<file path="config.mk">
export PLATFORM = sky130hd
export DESIGN_NAME = collatz_engine
export DESIGN_NICKNAME = d
export VERILOG_FILES = /design/src/rtl/collatz_pkg.sv /design/src/rtl/collatz_step.sv /design/src/rtl/collatz_engine.sv
export SDC_FILE = /design/constraint.sdc
export NUM_CORES = 1
export LEC_CHECK = 0
export BUFFER_PORTS_ARGS = -buffer_cell sky130_fd_sc_hd__buf_2
export CORE_MARGIN = 2
export CORE_UTILIZATION = 23
export DETAILED_ROUTE_END_ITERATION = 12
export SYNTH_ARGS = -nofsm -noshare
export SYNTH_HDL_FRONTEND = slang
export SYNTH_HIERARCHICAL = 1
export SYNTH_SLANG_ARGS = --single-unit
</file>
<file path="constraint.sdc">
create_clock -name clk -period 4.4 [get_ports clk]
set_clock_uncertainty 0.05 [all_clocks]
set_input_delay 0.44 -clock clk [delete_from_list [all_inputs] [get_ports clk]]
set_output_delay 0.44 -clock clk [all_outputs]
set_load 0.1 [all_outputs]
</file>
<file path="src/rtl/collatz_pkg.sv">
// Collatz engine shared types: FSM state encoding and
// default widths for the starting value, working value and step counter.
package collatz_pkg;

    localparam int IN_W_DEF   = 16;
    localparam int WORK_W_DEF = 32;
    localparam int CNT_W_DEF  = 16;

    typedef enum logic [1:0] {
        IDLE = 2'd0,
        RUN  = 2'd1,
        DONE = 2'd2
    } state_t;

endpackage

</file>
<file path="src/rtl/collatz_step.sv">
// One combinational Collatz step: even -> cur/2, odd -> 3*cur+1.
// Ports: cur (in), nxt (truncated next value), ovf (next value exceeds WORK_W).
module collatz_step
    import collatz_pkg::*;
#(
    parameter int WORK_W = WORK_W_DEF
) (
    input  logic [WORK_W-1:0] cur,
    output logic [WORK_W-1:0] nxt,
    output logic              ovf
);

    localparam int XW = WORK_W + 2;

    logic [XW-1:0] ext;
    logic [XW-1:0] wide;

    // Two guard bits hold the worst case 3*(2^W-1)+1 exactly.
    always_comb begin
        ext = {2'b00, cur};
        if (cur[0]) begin
            wide = (ext << 1) + ext + XW'(1);
        end else begin
            wide = ext >> 1;
        end
        nxt = wide[WORK_W-1:0];
        ovf = |wide[XW-1:WORK_W];
    end

endmodule

</file>
<file path="src/rtl/collatz_engine.sv">
// Iterative Collatz run engine: one step per clock until cur reaches 1.
// Ports: clk, rst (async high), start, n_in -> busy, done, err, steps, peak.
// Optional macro COLLATZ_PEAK_EN enables peak tracking; otherwise peak is 0.
module collatz_engine
    import collatz_pkg::*;
#(
    parameter int IN_W   = IN_W_DEF,
    parameter int WORK_W = WORK_W_DEF,
    parameter int CNT_W  = CNT_W_DEF
) (
    input  logic              clk,
    input  logic              rst,
    input  logic              start,
    input  logic [IN_W-1:0]   n_in,
    output logic              busy,
    output logic              done,
    output logic              err,
    output logic [CNT_W-1:0]  steps,
    output logic [WORK_W-1:0] peak
);

    state_t            state_q, state_d;
    logic [WORK_W-1:0] cur_q, cur_d;
    logic [CNT_W-1:0]  steps_q, steps_d;
    logic              err_q, err_d;

    logic [WORK_W-1:0] nxt;
    logic              ovf;
    logic [WORK_W-1:0] n_ext;
    logic              is_zero;
    logic              is_one;
    logic              sat;
    logic              accept;
    logic              do_step;

    collatz_step #(
        .WORK_W (WORK_W)
    ) u_step (
        .cur (cur_q),
        .nxt (nxt),
        .ovf (ovf)
    );

    assign n_ext   = WORK_W'(n_in);
    assign is_zero = (cur_q == '0);
    assign is_one  = (cur_q == WORK_W'(1));
    assign sat     = (steps_q == {CNT_W{1'b1}});
    assign accept  = (state_q == IDLE) && start;
    // A real step only when nothing terminates the run this edge.
    assign do_step = (state_q == RUN) && !is_zero && !is_one
                     && !sat && !ovf;

    always_ff @(posedge clk or posedge rst) begin
        if (rst) begin
            state_q <= IDLE;
            cur_q   <= '0;
            steps_q <= '0;
            err_q   <= 1'b0;
        end else begin
            state_q <= state_d;
            cur_q   <= cur_d;
            steps_q <= steps_d;
            err_q   <= err_d;
        end
    end

    always_comb begin
        state_d = state_q;
        unique case (1'b1)
            (state_q == IDLE): begin
                if (start) state_d = RUN;
            end
            (state_q == RUN): begin
                if (!do_step) state_d = DONE;
            end
            default: state_d = IDLE;
        endcase
    end

    always_comb begin
        cur_d   = cur_q;
        steps_d = steps_q;
        err_d   = err_q;
        if (accept) begin
            cur_d   = n_ext;
            steps_d = '0;
            err_d   = 1'b0;
        end else if (state_q == RUN) begin
            if (is_zero) begin
                err_d   = 1'b1;
                steps_d = '0;
            end else if (is_one) begin
                err_d = 1'b0;
            end else if (sat || ovf) begin
                // Abort leaves cur/steps/peak as they were.
                err_d = 1'b1;
            end else begin
                cur_d   = nxt;
                steps_d = steps_q + 1'b1;
            end
        end
    end

    always_comb begin
        busy  = (state_q != IDLE);
        done  = (state_q == DONE);
        err   = err_q;
        steps = steps_q;
    end

`ifdef COLLATZ_PEAK_EN
    logic [WORK_W-1:0] peak_q, peak_d;

    always_ff @(posedge clk or posedge rst) begin
        if (rst) begin
            peak_q <= '0;
        end else begin
            peak_q <= peak_d;
        end
    end

    always_comb begin
        peak_d = peak_q;
        if (accept) begin
            peak_d = n_ext;
        end else if (do_step && (nxt > peak_q)) begin
            peak_d = nxt;
        end
    end

    assign peak = peak_q;
`else
    assign peak = '0;
`endif

endmodule

</file>
==> out/qor.tcl <==
set qor(worst_slew_margin_rel_pct) 39.3
set qor(synthDistinctLibCells) 78
set qor(detailed_place_hpwl_um) 9700
set qor(final_nets) 725
set qor(cp.required_ps) 4560
set qor(postSynth.asyncResetShare_pct) 100
set qor(predominant_post_synthesis_flop_cell) {dfrtp_1}
set qor(synth_xor_area_share_pct) 4.16
set qor(overflow) 0
set qor(synthMuxAreaShare_pct) 5.00
set qor(setup_viol) 0
set qor(timing.max_cap.violations) 0
set qor(r2r_setup_slack_ps) 460
set qor(count_of_flip_flops_with_a_built_in_enable_after_synthesis) 0
set qor(fin_setup_tns_ps) 0
set qor(drtAntennaViolNets) 0
set qor(drv_slew) 0
set qor(number_of_h_tree_levels) 2
set qor(worstPathMaxFanout) 58
set qor(outcome) {finished clean}
set qor(start_util_pct) 23.3
set qor(worst_r2r_src) {cur_q[2]}
set qor(synth_area_um2) 5260
set qor(area_delta_synth_final_pct) 7.64
set qor(post_synth_and_or_nand_nor_area_fraction_pct) 29.1
set qor(num-fill-cells) 2502
set qor(clkTransAtPathRegs_ps) 70
set qor(fin_crit_ps) 3940
set qor(die_w_um) 155
set qor(timing.critical_path.mode_cell) {a21oi_1}
set qor(worst-setup-path-type) {reg2reg}
set qor(cts_tree) {built}
set qor(dr.first_iter.drc_count) 204
set qor(clk_latency_ps) 290
set qor(min_path_type) {in2async}
set qor(detailedRoute.firstPassIterationCount) 5
set qor(remaining_drc_errors) 0
set qor(grt_start_max_net_pins) 59
set qor(die_y_um) 155
set qor(fp.coreArea_um2) 22600
set qor(insertedDiodeCount) 0
set qor(finalHoldViolations) 0
set qor(cell_taking_the_most_area_after_synthesis) {dfrtp_1}
set qor(synth.area.top_cells) {dfrtp_1 24%, ha_1 8.3%, nand2_1 6.7%}
set qor(grt_use_total_pct) 11.1
set qor(setup_repair_after_global_routing_missed_its_margin) {false}
set qor(cp_cell_sequence) {ha_1 -> o211ai_1 -> a211oi_1 -> o21ai_1 -> a21oi_1 -> nor3_1 -> o32ai_2 -> xnor2_1 -> a21oi_1 -> nor3b_2 -> o41ai_4 -> a21o_4 -> or3_1 -> a21oi_1}
set qor(timing_worst_slew_pin_value_ps) 910
set qor(cts.repair.resized) 0
set qor(port_buffers) 37
set qor(setup_repair_bufs_after_cts) 0
set qor(final_layout_size_suffix_gt1_share_pct) 17.5
set qor(floorplan.die_area_um2) 24100
set qor(design.portCount) 70
set qor(gate_count_of_the_mapped_netlist) 658
set qor(drt-wirelength-per-cell_um) 14.1
set qor(post-synth-top-area-fraction_pct) 24.3
set qor(route.final.wire_length_um) 13400
set qor(clockBufferDepth) 2
set qor(clock_sinks) 51
set qor(post_route_fraction_of_the_period_consumed_by_the_critical_path_pct) 89.6
set qor(routed_via_density) 4.98
set qor(hold_buffers) 0
set qor(timing.critical_path.to_type) {register}
set qor(synth_top_family_by_area) {simple AND/OR/NAND/NOR gates}
set qor(postSynthAreaPerCell_um2) 7.99
set qor(timing.rr.end) {steps[6]}
set qor(worstPathBufferInverterCount) 0
set qor(cpPeakStageDelay_ps) 450
set qor(critical_path.top_delay_family) {compound AO/OA/AOI/OAI gates}
set qor(first_global_vias) 4455
set qor(num_vias) 4753
set qor(timing.fmax_mhz) 254
set qor(critPathSlowestCell) {dfrtp_1}
set qor(worstPathArrival_ps) 4110
set qor(synth_compound_area_share_pct) 19.3
set qor(cts_made_buffers) 5
set qor(num_rows) 55
set qor(ff2ff_path_depth) 14
set qor(synth.yosys.warnings) 6
set qor(cts-root-buf) {clkbuf_16}
set qor(grt_pass1_wl_um) 22400
set qor(synth.ff_latch_count) 51
set qor(startpoint_type) {register}
set qor(number_of_antenna_violations_at_the_first_check_in_global_routing) 0
set qor(register_area_share_after_synthesis_pct) 24.3
set qor(synth_adder_area_share_pct) 8.71
set qor(place.gp.congestion) 0.879
[area by class of cell]
class                      count  area, µm²  share of cell area, %
clock inverter                 1       5.00                 0.0884
tap                          285        357                   6.30
clock buffer                   6        139                   2.45
multi-input combinational    555       3600                   63.7
timing repair buffer          42        223                   3.93
inverter                      15       56.3                  0.994
sequential                    51       1280                   22.6
[metal layers]
metal / up-vias / track usage [%] / wire length, µm
li1: 2370 / - / -
met1: 2262 / 15.2 / 6420
met2: 110 / 18.8 / 6300
met3: 11 / 1.20 / 560
met4: 0 / 2.45 / 152
met5: - / 0 / 0
[cell usage after synthesis, types with 8 or more instances]
| library cell | instances |
|---|---|
| dfrtp_1 | 51 |
| a21o_1 | 9 |
| or3_1 | 11 |
| nor3_1 | 10 |
| nand2_2 | 11 |
| xnor2_1 | 19 |
| buf_4 | 32 |
| a21oi_1 | 46 |
| clkbuf_1 | 22 |
| nand4_1 | 29 |
| o21ai_0 | 16 |
| and3_1 | 8 |
| inv_1 | 14 |
| mux2_2 | 22 |
| a21oi_2 | 13 |
| nor2_1 | 20 |
| nor4_1 | 8 |
| ha_1 | 35 |
| nand3_1 | 67 |
| nand2_1 | 94 |
[per-stage QoR]
| stage | cells | setup WS (ps) | hold slack, ps | instance area [µm²] | util, % |
|---|---|---|---|---|---|
| final | 955 | 456 | 201 | 5660 | 25.1 |
| after global routing | 955 | 83.6 | 256 | 5660 | 25.1 |
| after CTS | 955 | 432 | 226 | 5660 | 25.1 |
| after detailed placement | 948 | 471 | 498 | 5520 | 24.4 |
| after global placement | 948 | 536 | 503 | 5520 | 24.4 |
| after floorplan | 689 | 1040 | 502 | 5380 | - |
[kinds of logic after synthesis]
logic type	after synthesis
multiplexers	23
AO/OA/AOI/OAI	143
other	1
XOR/XNOR	25
adder cells (fa/ha/maj)	36
buffers and inverters	83
flip-flops	51
AND/OR/NAND/NOR	296
[cell usage in the layout (no fill, tap or decap), drive strengths merged, types with 4 or more instances in the layout]
| cell type | netlist | final |
|---|---|---|
| nand2b | 4 | 4 |
| conb | 1 | 32 |
| nor4 | 8 | 8 |
| inv | 14 | 14 |
| a31oi | 6 | 6 |
| o21ai | 22 | 22 |
| xnor2 | 19 | 19 |
| and4 | 4 | 4 |
| nand3 | 68 | 68 |
| or3 | 11 | 11 |
| a21o | 10 | 10 |
| ha | 35 | 35 |
| mux2 | 23 | 23 |
| and3 | 8 | 8 |
| nand2 | 105 | 105 |
| and2 | 8 | 8 |
| nor2 | 20 | 20 |
| nand3b | 4 | 4 |
| nor3 | 11 | 11 |
| nand4 | 31 | 31 |
| a211oi | 5 | 5 |
| o21bai | 7 | 7 |
| dfrtp | 51 | 51 |
| buf | 45 | 42 |
| o211ai | 8 | 8 |
| a21oi | 60 | 60 |
| xor2 | 6 | 6 |
| clkbuf | 23 | 6 |
[how the worst max path moves through the flow]
stage | from | endpoint | slack [ps] | depth (start not counted)
global route | cur_q[2] | steps[6] | 80 | 14
floorplan | cur_q[0] | cur_q[28] | 1040 | 15
CTS | cur_q[2] | steps[6] | 430 | 14
finish | cur_q[2] | steps[6] | 460 | 14
detailed placement | cur_q[2] | steps[6] | 470 | 14
global placement | cur_q[2] | steps[6] | 540 | 14
[state kept, by name (all words and copies together), names as in the netlist]
register	flops
state_q	2
cur_q	32
err	1
steps	16
Power is not shown: default switching activity piles up to over one toggle a cycle in this logic, so the estimate is an artifact.
